`config.mk`:
```
export PLATFORM = sky130hd
export DESIGN_NAME = phys_reg_free_list_flat
export DESIGN_NICKNAME = d
export VERILOG_FILES = /design/src/rtl/phys_reg_free_list_if.sv /design/src/rtl/phys_reg_free_list.sv /design/src/flat_wrapper.sv
export SDC_FILE = /design/constraint.sdc
export NUM_CORES = 1
export LEC_CHECK = 0
export CORE_ASPECT_RATIO = 1.25
export CORE_MARGIN = 5
export CORE_UTILIZATION = 25
export CTS_CLUSTER_DIAMETER = 100
export DETAILED_ROUTE_END_ITERATION = 6
export GPL_TIMING_DRIVEN = 0
export PLACE_DENSITY_LB_ADDON = 0.1
export SLEW_MARGIN = 10
export SYNTH_ARGS = -nofsm -noshare
export SYNTH_HDL_FRONTEND = slang
export SYNTH_SLANG_ARGS = --single-unit
```
`constraint.sdc`:
```
create_clock -name CLK -period 14.6 [get_ports CLK]
set_clock_uncertainty 0.2 [all_clocks]
set_input_delay 1.46 -clock CLK [delete_from_list [all_inputs] [get_ports CLK]]
set_output_delay 1.46 -clock CLK [all_outputs]
set_load 0.01 [all_outputs]
```
`src/rtl/phys_reg_free_list_if.sv`:
```
// phys_reg_free_list_if: rename-side handshake bundle between the free list and its rename/commit/checkpoint clients.
interface phys_reg_free_list_if #(
    parameter int NUM_PHYS_REGS      = 64,
    parameter int NUM_ARCH_REGS      = 32,
    parameter int CHECKPOINT_COLUMNS = 4
);
    localparam int FREE_DEPTH = NUM_PHYS_REGS - NUM_ARCH_REGS;
    localparam int TAG_W      = $clog2(NUM_PHYS_REGS);
    localparam int COL_W      = $clog2(CHECKPOINT_COLUMNS);
    localparam int CNT_W      = $clog2(FREE_DEPTH) + 1;

    logic             dequeue_valid;
    logic             dequeue_ready;
    logic [TAG_W-1:0] dequeue_phys_reg_tag;
    logic             commit_enqueue_valid;
    logic [TAG_W-1:0] commit_enqueue_phys_reg_tag;
    logic             revert_valid;
    logic [TAG_W-1:0] revert_phys_reg_tag;
    logic             save_checkpoint_valid;
    logic [COL_W-1:0] save_checkpoint_column;
    logic             restore_checkpoint_valid;
    logic             restore_checkpoint_speculate_failed;
    logic [COL_W-1:0] restore_checkpoint_column;
    logic [CNT_W-1:0] free_count;

    modport master (
        output dequeue_valid, commit_enqueue_valid, commit_enqueue_phys_reg_tag,
               revert_valid, revert_phys_reg_tag, save_checkpoint_valid, save_checkpoint_column,
               restore_checkpoint_valid, restore_checkpoint_speculate_failed, restore_checkpoint_column,
        input  dequeue_ready, dequeue_phys_reg_tag, free_count
    );

    modport slave (
        input  dequeue_valid, commit_enqueue_valid, commit_enqueue_phys_reg_tag,
               revert_valid, revert_phys_reg_tag, save_checkpoint_valid, save_checkpoint_column,
               restore_checkpoint_valid, restore_checkpoint_speculate_failed, restore_checkpoint_column,
        output dequeue_ready, dequeue_phys_reg_tag, free_count
    );
endinterface

```
`src/rtl/phys_reg_free_list.sv`:
```
// phys_reg_free_list: circular FIFO of free physical register tags with revert and per-checkpoint head snapshots.
module phys_reg_free_list #(
    parameter int NUM_PHYS_REGS      = 64,
    parameter int NUM_ARCH_REGS      = 32,
    parameter int CHECKPOINT_COLUMNS = 4,
    parameter bit CHECK_EN           = 1'b1
) (
    input logic CLK,
    input logic RST,
    phys_reg_free_list_if.slave fl
);
    localparam int FREE_DEPTH = NUM_PHYS_REGS - NUM_ARCH_REGS;
    localparam int IDX_W      = $clog2(FREE_DEPTH);
    localparam int PTR_W      = IDX_W + 1;
    localparam int TAG_W      = $clog2(NUM_PHYS_REGS);
    localparam logic [PTR_W-1:0] DEPTH_PTR = PTR_W'(FREE_DEPTH);

    logic [TAG_W-1:0]              entries [FREE_DEPTH];
    logic [PTR_W-1:0]              snap_head [CHECKPOINT_COLUMNS];
    logic [CHECKPOINT_COLUMNS-1:0] snap_valid, snap_valid_next;
    logic [PTR_W-1:0]              head_ptr, tail_ptr, head_next, tail_next, head_dec, count;
    logic                          empty, full, head_busy;
    logic                          deq_ok, enq_ok, revert_ok, save_ok;
    logic                          restore_fail, restore_discard, restore_ok;
    logic                          revert_mismatch;
    logic                          protocol_error;

    // Wrap-bit pointers: count is a plain modular difference, full and empty need no extra flag.
    assign count    = tail_ptr - head_ptr;
    assign empty    = count == '0;
    assign full     = count == DEPTH_PTR;
    assign head_dec = head_ptr - PTR_W'(1);

    // Revert and restore own the head pointer; save and dequeue only act when neither is present.
    assign head_busy       = fl.revert_valid | fl.restore_checkpoint_valid;
    assign revert_ok       = fl.revert_valid & ~full;
    assign restore_fail    = fl.restore_checkpoint_valid & ~fl.revert_valid & fl.restore_checkpoint_speculate_failed;
    assign restore_discard = fl.restore_checkpoint_valid & ~fl.revert_valid & ~fl.restore_checkpoint_speculate_failed;
    assign restore_ok      = restore_fail & snap_valid[fl.restore_checkpoint_column];
    assign deq_ok          = fl.dequeue_valid & ~empty & ~head_busy;
    assign save_ok         = fl.save_checkpoint_valid & ~head_busy;
    // A dequeue in the same cycle frees the head slot, so a full list still accepts the enqueue.
    assign enq_ok          = fl.commit_enqueue_valid & (~full | deq_ok);
    assign revert_mismatch = entries[head_dec[IDX_W-1:0]] != fl.revert_phys_reg_tag;

    always_comb begin
        head_next = revert_ok ? head_dec :
                    restore_ok ? snap_head[fl.restore_checkpoint_column] :
                    deq_ok ? head_ptr + PTR_W'(1) : head_ptr;
        tail_next = enq_ok ? tail_ptr + PTR_W'(1) : tail_ptr;
    end

    always_comb begin
        snap_valid_next = snap_valid;
        if (restore_ok)
            snap_valid_next = '0;
        else if (restore_discard)
            snap_valid_next[fl.restore_checkpoint_column] = 1'b0;
        else if (save_ok)
            snap_valid_next[fl.save_checkpoint_column] = 1'b1;
    end

    always_ff @(posedge CLK or posedge RST) begin
        if (RST) begin
            head_ptr   <= '0;
            tail_ptr   <= DEPTH_PTR;
            snap_valid <= '0;
        end else begin
            head_ptr   <= head_next;
            tail_ptr   <= tail_next;
            snap_valid <= snap_valid_next;
        end
    end

    always_ff @(posedge CLK or posedge RST) begin
        if (RST) begin
            for (int i = 0; i < FREE_DEPTH; i++)
                entries[i] <= TAG_W'(NUM_ARCH_REGS + i);
        end else begin
            if (enq_ok)
                entries[tail_ptr[IDX_W-1:0]] <= fl.commit_enqueue_phys_reg_tag;
            if (revert_ok)
                entries[head_dec[IDX_W-1:0]] <= fl.revert_phys_reg_tag;
        end
    end

    // Snapshot heads are qualified by snap_valid, so they need no reset.
    always_ff @(posedge CLK) begin
        if (save_ok)
            snap_head[fl.save_checkpoint_column] <= head_ptr;
    end

    assign fl.dequeue_ready        = ~empty;
    assign fl.dequeue_phys_reg_tag = entries[head_ptr[IDX_W-1:0]];
    assign fl.free_count           = count;

    assign protocol_error = (fl.dequeue_valid & empty)
                          | (fl.commit_enqueue_valid & full & ~deq_ok)
                          | (fl.revert_valid & (full | revert_mismatch))
                          | (restore_fail & ~snap_valid[fl.restore_checkpoint_column]);

    if (CHECK_EN) begin : g_chk
        always_ff @(posedge CLK) begin
            if (!RST) begin
                assert (!(fl.dequeue_valid & empty))
                    else $error("phys_reg_free_list: dequeue while empty");
                assert (!(fl.commit_enqueue_valid & full & ~deq_ok))
                    else $error("phys_reg_free_list: enqueue while full dropped");
                assert (!(fl.revert_valid & full))
                    else $error("phys_reg_free_list: revert while full");
                assert (!(fl.revert_valid & ~full & revert_mismatch))
                    else $error("phys_reg_free_list: revert tag differs from speculated entry");
                assert (!(restore_fail & ~snap_valid[fl.restore_checkpoint_column]))
                    else $error("phys_reg_free_list: restore from invalid snapshot");
            end
        end
    end
endmodule

```
`src/flat_wrapper.sv`:
```
// flat-port wrapper written by rule: the top's interface ports become plain ports
module phys_reg_free_list_flat 
#(
    parameter int NUM_PHYS_REGS      = 64,
    parameter int NUM_ARCH_REGS      = 32,
    parameter int CHECKPOINT_COLUMNS = 4,
    parameter bit CHECK_EN           = 1'b1
)
  (CLK, RST, fl_dequeue_valid, fl_commit_enqueue_valid, fl_commit_enqueue_phys_reg_tag, fl_revert_valid, fl_revert_phys_reg_tag, fl_save_checkpoint_valid, fl_save_checkpoint_column, fl_restore_checkpoint_valid, fl_restore_checkpoint_speculate_failed, fl_restore_checkpoint_column, fl_dequeue_ready, fl_dequeue_phys_reg_tag, fl_free_count);
  phys_reg_free_list_if #(.NUM_PHYS_REGS(NUM_PHYS_REGS), .NUM_ARCH_REGS(NUM_ARCH_REGS), .CHECKPOINT_COLUMNS(CHECKPOINT_COLUMNS)) fl_i ();
  input logic CLK;
  input logic RST;
  input wire logic [$bits(fl_i.dequeue_valid)-1:0] fl_dequeue_valid;
  input wire logic [$bits(fl_i.commit_enqueue_valid)-1:0] fl_commit_enqueue_valid;
  input wire logic [$bits(fl_i.commit_enqueue_phys_reg_tag)-1:0] fl_commit_enqueue_phys_reg_tag;
  input wire logic [$bits(fl_i.revert_valid)-1:0] fl_revert_valid;
  input wire logic [$bits(fl_i.revert_phys_reg_tag)-1:0] fl_revert_phys_reg_tag;
  input wire logic [$bits(fl_i.save_checkpoint_valid)-1:0] fl_save_checkpoint_valid;
  input wire logic [$bits(fl_i.save_checkpoint_column)-1:0] fl_save_checkpoint_column;
  input wire logic [$bits(fl_i.restore_checkpoint_valid)-1:0] fl_restore_checkpoint_valid;
  input wire logic [$bits(fl_i.restore_checkpoint_speculate_failed)-1:0] fl_restore_checkpoint_speculate_failed;
  input wire logic [$bits(fl_i.restore_checkpoint_column)-1:0] fl_restore_checkpoint_column;
  output wire logic [$bits(fl_i.dequeue_ready)-1:0] fl_dequeue_ready;
  output wire logic [$bits(fl_i.dequeue_phys_reg_tag)-1:0] fl_dequeue_phys_reg_tag;
  output wire logic [$bits(fl_i.free_count)-1:0] fl_free_count;
  assign fl_i.dequeue_valid = fl_dequeue_valid;
  assign fl_i.commit_enqueue_valid = fl_commit_enqueue_valid;
  assign fl_i.commit_enqueue_phys_reg_tag = fl_commit_enqueue_phys_reg_tag;
  assign fl_i.revert_valid = fl_revert_valid;
  assign fl_i.revert_phys_reg_tag = fl_revert_phys_reg_tag;
  assign fl_i.save_checkpoint_valid = fl_save_checkpoint_valid;
  assign fl_i.save_checkpoint_column = fl_save_checkpoint_column;
  assign fl_i.restore_checkpoint_valid = fl_restore_checkpoint_valid;
  assign fl_i.restore_checkpoint_speculate_failed = fl_restore_checkpoint_speculate_failed;
  assign fl_i.restore_checkpoint_column = fl_restore_checkpoint_column;
  assign fl_dequeue_ready = fl_i.dequeue_ready;
  assign fl_dequeue_phys_reg_tag = fl_i.dequeue_phys_reg_tag;
  assign fl_free_count = fl_i.free_count;
  phys_reg_free_list #(.NUM_PHYS_REGS(NUM_PHYS_REGS), .NUM_ARCH_REGS(NUM_ARCH_REGS), .CHECKPOINT_COLUMNS(CHECKPOINT_COLUMNS), .CHECK_EN(CHECK_EN)) u_core (.CLK(CLK), .RST(RST), .fl(fl_i));
endmodule
```
[After elaboration in Yosys (flattened, before gate mapping)]
Memories as Yosys holds them, arrays and structs flattened.
Index checks and enable logic that the tools add are counted.
W data, S select, Z words.
Word-level totals
  register bits after elaboration: 208
  bits in latches: 0
  memory bits (writable): 24
  bits in read-only memories: 0
  input bits: 24
  output and inout bits: 13
  logic and storage cells: 104
  memories: 1
Memories
  u_core.snap_head: words 4, width 6, read ports 1, clocked after Yosys merged registers in 0, wr ports 1, line phys_reg_free_list.sv:19  | logic [PTR_W-1:0] snap_head [CHECKPOINT_COLUMNS];
Operators by class
  add/subtract/negate cells: 4
  multiply operators: 0
  divide/modulo/power cells: 0
  magnitude comparators: 9
  equality and inequality tests: 1
  shifts and indexed selects: 0
  muxes and demuxes: 25
  bitwise gates (word level): 22
  reduce and logical (&&, ||, !) cells: 7
Operator list (number)
  $bwmux W192: 2
  $mux W192: 2
  $demux W6 S5: 2
  $mux W6: 7
  $bmux W6 S5: 1
  $ge A6 B6 Y1 const B: 3
  $not A5 Y6: 3
  $add A6 B1 Y6 const B: 2
  $lt A6 B1 Y1 const B: 2
  $mux W4: 3
  $and A1 B1 Y1: 9
  $eq A6 B6 Y1 const B: 1
  $logic_not A6 Y1: 1
  $lt A2 B3 Y1 const B: 2
  $reduce_bool A3 Y1: 2
  $sub A6 B1 Y6 const B: 1
  $sub A6 B6 Y6: 1
  $mux W1: 5
  $not A1 Y1: 5
  $and A4 B4 Y4: 1
  $demux W1 S2: 2
  $ge A2 B1 Y1 const B: 2
  $logic_and A1 B1 Y1: 4
  $not A4 Y4: 1
  3 further kinds: 4

[Depth between registers and ports, before layout]
Gate-level depths: netlist of run 1.
  depth after elaboration: 10
  depth in mapped cells: 13
  mapped depth without buffers: 10

[Worst setup path after synthesis of run 1]
OpenSTA, ideal clock, no wires.
  path type: reg2out
  from: register u_core.head_ptr[3]
  to: output fl_dequeue_ready
  arrival time: 2.442 ns
  data required time: 12.940 ns
  setup slack: 10.498 ns
  cell stages (with the launch flop): 8
  buffers on the path: 1
  path through: dfrtp_1 clkinv_1 buf_1 ha_1 xnor2_1 inv_1 nor4b_1 inv_1
Between the ends
  longest elaborated chain between the ends: 3
Ends and longest elaborated chain
  from (decl): line phys_reg_free_list.sv:21  | logic [PTR_W-1:0] head_ptr, tail_ptr, head_next, tail_next, head_dec, count;
  from (signal assigned): line phys_reg_free_list.sv:69  | head_ptr <= head_next;
  $sub A6 B6 Y6: line phys_reg_free_list.sv:29  | assign count = tail_ptr - head_ptr;
  via fl_free_count[3]: line flat_wrapper.sv:25  | output wire logic [$bits(fl_i.free_count)-1:0] fl_free_count;
  $logic_not A6 Y1: line phys_reg_free_list.sv:30  | assign empty = count == '0;
  $not A1 Y1: line phys_reg_free_list.sv:93  | assign fl.dequeue_ready = ~empty;
  to (decl): line flat_wrapper.sv:23  | output wire logic [$bits(fl_i.dequeue_ready)-1:0] fl_dequeue_ready;
The timed path passes the listed nets, and every way through them passes these cells.

[Final worst setup path of run 1]
  from: register u_core.head_ptr[1]
  to: output fl_dequeue_phys_reg_tag[0]
Between the ends
  longest elaborated chain between the ends: 4
Ends and longest elaborated chain
  $not A5 Y6 (not written as such): line phys_reg_free_list.sv:94  | assign fl.dequeue_phys_reg_tag = entries[head_ptr[IDX_W-1:0]];
  $bmux W6 S5: line phys_reg_free_list.sv:94
  $mux W6 (not written as such) (2 in a row): line phys_reg_free_list.sv:94
  to (decl): line flat_wrapper.sv:24  | output wire logic [$bits(fl_i.dequeue_phys_reg_tag)-1:0] fl_dequeue_phys_reg_tag;
No other way between the ends. The select of a mux whose other input is x is not followed.

==> metrics.md, run 1 <==
| Metric | Value |
|---|---|
| Register share of total power | `32.3%` |
| Crit path kind | `flip-flop to output pin` |
| Nets | `1,442` |
| Final WL | `62.1 mm` |
| Share of cells above drive strength 1 | `23.0%` |
| Final-report max-slew violation count | `0` |
| Status | `finished, final reports clean` |
| Slew @ Worst Pin | `1280 ps` |
| Compound-gate portion of the synthesized area | `25.1%` |
| Sequential share of the synthesized area | `43.1%` |
| Syn-to-layout area delta | `16.8%` |
| Die X | `222 µm` |
| Async SR Flop Fraction | `89.7%` |
| Logic pwr share | `47.8%` |
| Die Y | `275 µm` |
| Max Freq | `151 MHz` |
| Post-synthesis simple-gate area fraction | `11.7%` |
| Die area | `0.0612 mm²` |
| Xor/xnor share of the synthesized area | `0.986%` |
| Endpoints failing hold | `0` |
| Row count | `97` |
| Place WS | `8650 ps` |
| Antenna fix cells | `0` |
| Max Root-Sink Buffers | `3` |
| Clock Power Share | `19.9%` |
| Net Sw Frac | `41.6%` |
| RSZ-0062 raised after global routing | `false` |
| Number of vias per cell | `5.29` |
| Worst setup EP type | `output pin` |
| DR pass1 iterations | `5` |
| Inserted Clock Buffers | `30` |
| CP Max Fanout | `10` |
| Crit path DAT | `4960 ps` |
| Synth cell types | `58` |
| Clk_lat worst skew | `580 ps` |
| Largest net degree at the start of global routing | `104` |
| Max-cap violations | `0` |
| Post-CTS setup buffers | `0` |
| Final setup margin | `7980 ps` |
| Post-synth EDFFs | `24` |
| Min Tclk post-route | `6620 ps` |
| Final design utilization | `29.4%` |
| Mapped Cells | `1,335` |
| Main flop type after synthesis | `dfstp_2` |
| GRT Residual Overflow | `0` |
| Initial antenna violation count | `0` |
| Yosys reg bits | `232` |
| # setup viols final | `0` |
| GP Congestion | `0.878` |
| Reg2Reg Launch Point | `u_core.head_ptr[3]` |
| Post-CTS sizing | `0` |
| Vias | `11,482` |
| Setup TNS | `0 ps` |
| Worst path required time | `12,940 ps` |
| Largest family of logic cells by synthesized area | `compound AO/OA/AOI/OAI gates` |
| P per Cell Area | `239 mW/mm²` |
| Clock root buffer | `clkbuf_16` |
| Clock transition at the registers of the reported paths | `60 ps` |
| Wire length per cell | `28.6 µm` |
| Initial Utilization | `25.2%` |
| P_leak | `6.48 nW` |
| Pwr Total | `3.94 mW` |
| DRC violations left | `0` |
| Clk sinks | `232` |
| Net Count, Synth | `1,373` |
| Mapped Area | `0.0141 mm²` |
| Yosys warns | `0` |
| GRT Total Usage | `19.7%` |
| CP Launch Type | `flip-flop` |
| Hpwl dp | `45.7 mm` |
| First-pass GRT wire length | `88.9 mm` |
| Hold path start | `u_core.entries[98]` |
| DRT iter0 DRCs | `856` |
| Adder-cell share of the synthesized area | `1.30%` |
| NetSw | `1.64 mW` |
| Htree depth | `1` |
| Ports | `37` |
| Min-Delay Path Class | `flip-flop to flip-flop` |
| # hold bufs at CTS | `0` |
| Crit share post-route | `45.4%` |
| Vias in the first global route | `11,706` |
| Syn Area/Cell | `10.6 µm²` |
| PortBufs | `35` |
| Critical Path Source | `u_core.head_ptr[1]` |
| CTS tree | `yes` |
| VDD IR-drop max | `0.131 mV` |
| Core area | `0.0559 mm²` |
| ANT nets after route | `0` |
| Pint | `2.30 mW` |
| Post-synthesis mux area share | `13.6%` |
| Relative max-transition margin | `14.1%` |
==> worst max-delay path, stage by stage (launching register included) <==
cell and delay (ps):
dfrtp_1 530, buf_2 360, buf_1 800, buf_1 890, mux4_2 450, mux4_2 550, nand2_1 100, nand2_1 160
clkdlybuf4s50_1 530
==> kinds of logic (layout without fill, tap and decap cells) <==
| family | Yosys count | in the layout |
|---|---|---|
| xor+xnor | 15 | 15 |
| compound gates | 451 | 451 |
| mux | 107 | 107 |
| simple gates | 375 | 375 |
| buf+inv | 141 | 234 |
| fa+ha+maj | 14 | 14 |
| flops | 232 | 232 |
==> flip-flops by register name (all words and copies together), names as in the netlist <==
name               flops
u_core.snap_valid      4
u_core.head_ptr        6
u_core.tail_ptr        6
u_core.entries       192
u_core.snap_head      24
==> routing by layer <==
layer | routed length [µm] | part of all wire, % | vias to the layer above | track usage [%]
met4 | 1600 | 2.6 | 0 | 5.11
met2 | 30000 | 48 | 298 | 33.7
li1 | - | - | 5098 | -
met1 | 27700 | 45 | 6007 | 26.8
met3 | 2680 | 4.3 | 79 | 2.28
met5 | 0 | 0 | - | 0
==> metrics by stage <==
step,hold WS [ps],instances,area [µm²]
floorplan,248,1335,14100
CTS,267,2170,16500
global route,279,2170,16500
global placement,255,2112,15400
finish,266,2170,16500
detailed placement,260,2114,15400
==> layout make-up <==
| cell class | instances | area [µm²] |
|---|---|---|
| fillers | 5832 | 39500 |
| multi-input cells | 962 | 7430 |
| flip-flops and latches | 232 | 6070 |
| well taps | 742 | 928 |
| clock buffers | 40 | 830 |
| plain buffers | 124 | 547 |
| repair buffers | 37 | 405 |
| clock inverters | 16 | 188 |
| inverters | 17 | 71.3 |
==> cell usage after synthesis (11+ instances only) <==
library cell  count  area share (%)
and2_1           13            0.58
nand2_1         222             5.9
a21oi_1         202             7.2
a22oi_1          27             1.4
nand3_1          23            0.82
xnor2_1          11            0.68
clkbuf_1         78             2.1
dfstp_2         113              21
dfrtp_1          95              17
mux4_2           67              11
buf_1            21            0.56
ha_1             13             1.2
a211oi_4         21             3.0
a2bb2oi_1       131             8.1
o211ai_2         23             2.0
buf_2            17            0.60
edfxtp_1         24             5.1
nor2_1           52             1.4
and3_1           31             1.4
inv_1            14            0.37
mux2i_1          38             2.7
==> cells in the final DEF, fill, tap and decap left out, types with 8 or more instances in the layout <==
cell type,Yosys,routed
nand3_1,23,23
dfstp_2,113,113
clkbuf_1,78,85
nor2_1,52,52
clkbuf_16,0,31
and2_1,13,13
xnor2_1,11,11
inv_1,14,13
a22oi_1,27,27
buf_1,21,21
buf_6,8,8
and3_1,31,31
o211ai_2,23,23
edfxtp_1,24,24
a211oi_4,21,21
dfrtp_1,95,95
a21oi_1,202,202
a2bb2oi_1,131,131
buf_2,17,17
clkdlybuf4s50_1,0,35
mux2i_1,38,38
nand2_1,222,222
ha_1,13,13
mux4_2,67,67
==> power by group through the flow <==
| stage | clock network (mW) | registers (mW) | logic [mW] |
|---|---|---|---|
| 6_report | 0.784 | 1.27 | 1.88 |
| 5_1_grt | 0.825 | 1.30 | 2.00 |
| 4_1_cts | 0.802 | 1.27 | 1.88 |
| 3_5_place_dp | 0 | 1.28 | 1.88 |
| 3_3_place_gp | 0 | 1.28 | 1.86 |
| 2_1_floorplan | 0 | 1.16 | 1.22 |
==> worst paths after layout <==
path / to / slack (ps) / cells after the start
worst min-delay path: u_core.entries[98] / 270 / 2
worst min register to register: u_core.entries[98] / 270 / 2
max in group asynchronous: u_core.entries[86] / 11830 / 4
worst max-delay path: fl_dequeue_phys_reg_tag[0] / 7980 / 8
min in group asynchronous: u_core.entries[184] / 1070 / 2
worst max register to register: u_core.entries[26] / 9640 / 11
Power figures use the tool's default switching activity.
==> run 2: changes to the inputs <==
==> constraint.sdc (replaced) <==
create_clock -name CLK -period 5.39 [get_ports CLK]
set_clock_uncertainty 0.2 [all_clocks]
set_input_delay 0.539 -clock CLK [delete_from_list [all_inputs] [get_ports CLK]]
set_output_delay 0.539 -clock CLK [all_outputs]
set_load 0.01 [all_outputs]
==> run 2 against run 1 <==
Critical path depth down 1. Global-route usage about the same. Via count up 0.17%. Flip-flop and latch count unchanged. Combinational power rose to 2.7 times the previous value. First-iteration DRC count up 0.82%. Count of clock-buffer cells in the layout down 1. Cell area up 0.27%. Utilization up 0.081 points. Critical path type unchanged. Largest power group unchanged. Highest routed layer unchanged.
==> metrics.md, run 2 (synthesis gave the netlist of run 1 again) <==
| Metric | Value |
|---|---|
| Status | `finished, final reports clean` |
| Cell Area, Placed | `0.0155 mm²` |
| Final std cells w/o fill | `2,170` |
| Clk sinks | `232` |
| Initial Utilization | `25.2%` |
| RSZ-0062 raised after global routing | `false` |
| Most flop-heavy register | `u_core.entries` |
| CP Max Fanout | `10` |
| Core area | `0.0559 mm²` |
| Vias in the first global route | `11,897` |
| Min-Delay Path Class | `input port to async pin` |
| ANT nets after route | `0` |
| Worst setup EP type | `output pin` |
| Max Root-Sink Buffers | `3` |
| # setup viols final | `0` |
| Row count | `97` |
| Die Y | `275 µm` |
| Post-CTS setup buffers | `0` |
| Clock transition at the registers of the reported paths | `60 ps` |
| DRC violations left | `0` |
| Final-report max-slew violation count | `0` |
| GRT Residual Overflow | `0` |
| Worst path required time | `4650 ps` |
| Crit path kind | `flip-flop to output pin` |
| Hpwl dp | `46.4 mm` |
| P per Cell Area | `641 mW/mm²` |
| Most frequent cells in the layout | `nand2_1 (222), a21oi_1 (202), a2bb2oi_1 (131)` |
| Clk_lat worst skew | `580 ps` |
| Htree depth | `1` |
| Crit share post-route | `95.9%` |
| Largest net degree at the start of global routing | `35` |
| Syn-to-layout area delta | `17.2%` |
| Final WL | `61.9 mm` |
| Inserted Clock Buffers | `28` |
| Die area | `0.0612 mm²` |
| P_leak | `6.49 nW` |
| Max Freq | `193 MHz` |
| Endpoints failing hold | `0` |
| Die X | `222 µm` |
| VDD IR-drop max | `0.259 mV` |
| GRT Total Usage | `19.8%` |
| Filler cell count | `5,818` |
| Slew @ Worst Pin | `1220 ps` |
| CP Launch Type | `flip-flop` |
| Largest registers | `u_core.entries: 192 flops, u_core.snap_head: 24 flops` |
| Finished layout cell area | `0.0165 mm²` |
| CTS tree | `yes` |
| Number of vias per cell | `5.30` |
| Initial antenna violation count | `0` |
| Antenna fix cells | `0` |
| DRT iter0 DRCs | `863` |
| Final design utilization | `29.5%` |
| Wire length per cell | `28.5 µm` |
| Relative max-transition margin | `18.6%` |
| First-pass GRT wire length | `89.1 mm` |
| DR pass1 iterations | `5` |
| GP Congestion | `0.886` |
| Min Tclk post-route | `5170 ps` |
| Most common cell after layout, fill and taps aside | `nand2_1` |
| # hold bufs at CTS | `0` |
| Ports | `37` |
| Nets | `1,444` |
| Post-CTS sizing | `3` |
| Max-cap violations | `0` |
| PortBufs | `35` |
| Largest register FFs | `192` |
| Crit path DAT | `4430 ps` |
| Clock root buffer | `clkbuf_16` |
| Vias | `11,501` |
| Dpl cells | `2,119` |
| Share of cells above drive strength 1 | `23.5%` |
run 2: changes by cell type in the layout (fill, tap and decap cells not counted), sizes merged:
cell,before,now
clkinv,11,7
bufinv,4,3
clkdlybuf4s15,0,1
inv,15,14
clkbuf,118,117
buf,48,51
clkinvlp,3,6
run 2: path summary, 6_finish.rpt:
kind	to	slack (ps)	from	cells past startpoint
max in group asynchronous	u_core.entries[39]	3710	RST	5
worst max-delay path	fl_dequeue_phys_reg_tag[2]	220	u_core.head_ptr[0]	7
worst min register to register	u_core.entries[127]	270	u_core.entries[127]	2
worst max register to register	u_core.entries[172]	440	u_core.head_ptr[3]	11
worst min-delay path	u_core.entries[114]	190	RST	2
min in group CLK	u_core.entries[127]	270	u_core.entries[127]	2
run 2: through the flow:
step                total power [mW]  hold WS, ps  setup TNS, ps  setup slack (ps)
finish                          10.6          188              0               220
global route                    11.1          211              0              39.1
CTS                             10.6          179              0              51.1
detailed placement              8.54          260              0               419
global placement                8.49          255         -23010              -278
floorplan                       6.47          248              0              2040
run 2: final cells by class:
cell class / count / area [µm²] / area share (%)
multi-input combinational: 962 / 7430 / 45.0
sequential: 232 / 6070 / 36.8
tap: 742 / 928 / 5.62
clock buffer: 39 / 813 / 4.93
buffer: 123 / 551 / 3.34
timing repair buffer: 42 / 490 / 2.97
clock inverter: 13 / 155 / 0.940
inverter: 17 / 67.6 / 0.409
run 2: critical path, cell delays in order, from the launching register on:
cell and delay (ps):
dfrtp_1 510, clkbuf_1 400, buf_1 930, mux4_2 680, mux4_2 540, nand2_1 100
nand2_1 150, clkdlybuf4s50_1 530
run 2: per-layer routing:
layer | track usage (%) | wire, µm | vias up
met5 | 0 | 0 | -
met2 | 34.5 | 30400 | 358
met4 | 5.34 | 1770 | 0
met1 | 25.7 | 26500 | 5955
met3 | 2.90 | 3170 | 97
li1 | - | - | 5091
run 2: where the power goes:
group	switching, mW	internal (mW)
registers	0.575	2.86
logic	3.00	2.11
clock network	0.850	1.20
==> run 3: changes to the inputs <==
--- a/config.mk
+++ b/config.mk
@@ -5,6 +5,7 @@
 export SDC_FILE = /design/constraint.sdc
 export NUM_CORES = 1
 export LEC_CHECK = 0
+export ABC_CLOCK_PERIOD_IN_PS = 5390
 export CORE_ASPECT_RATIO = 1.25
 export CORE_MARGIN = 5
 export CORE_UTILIZATION = 25
==> results of run 3 <==
No change in the layout: final DEF, timing and power equal those of run 2.
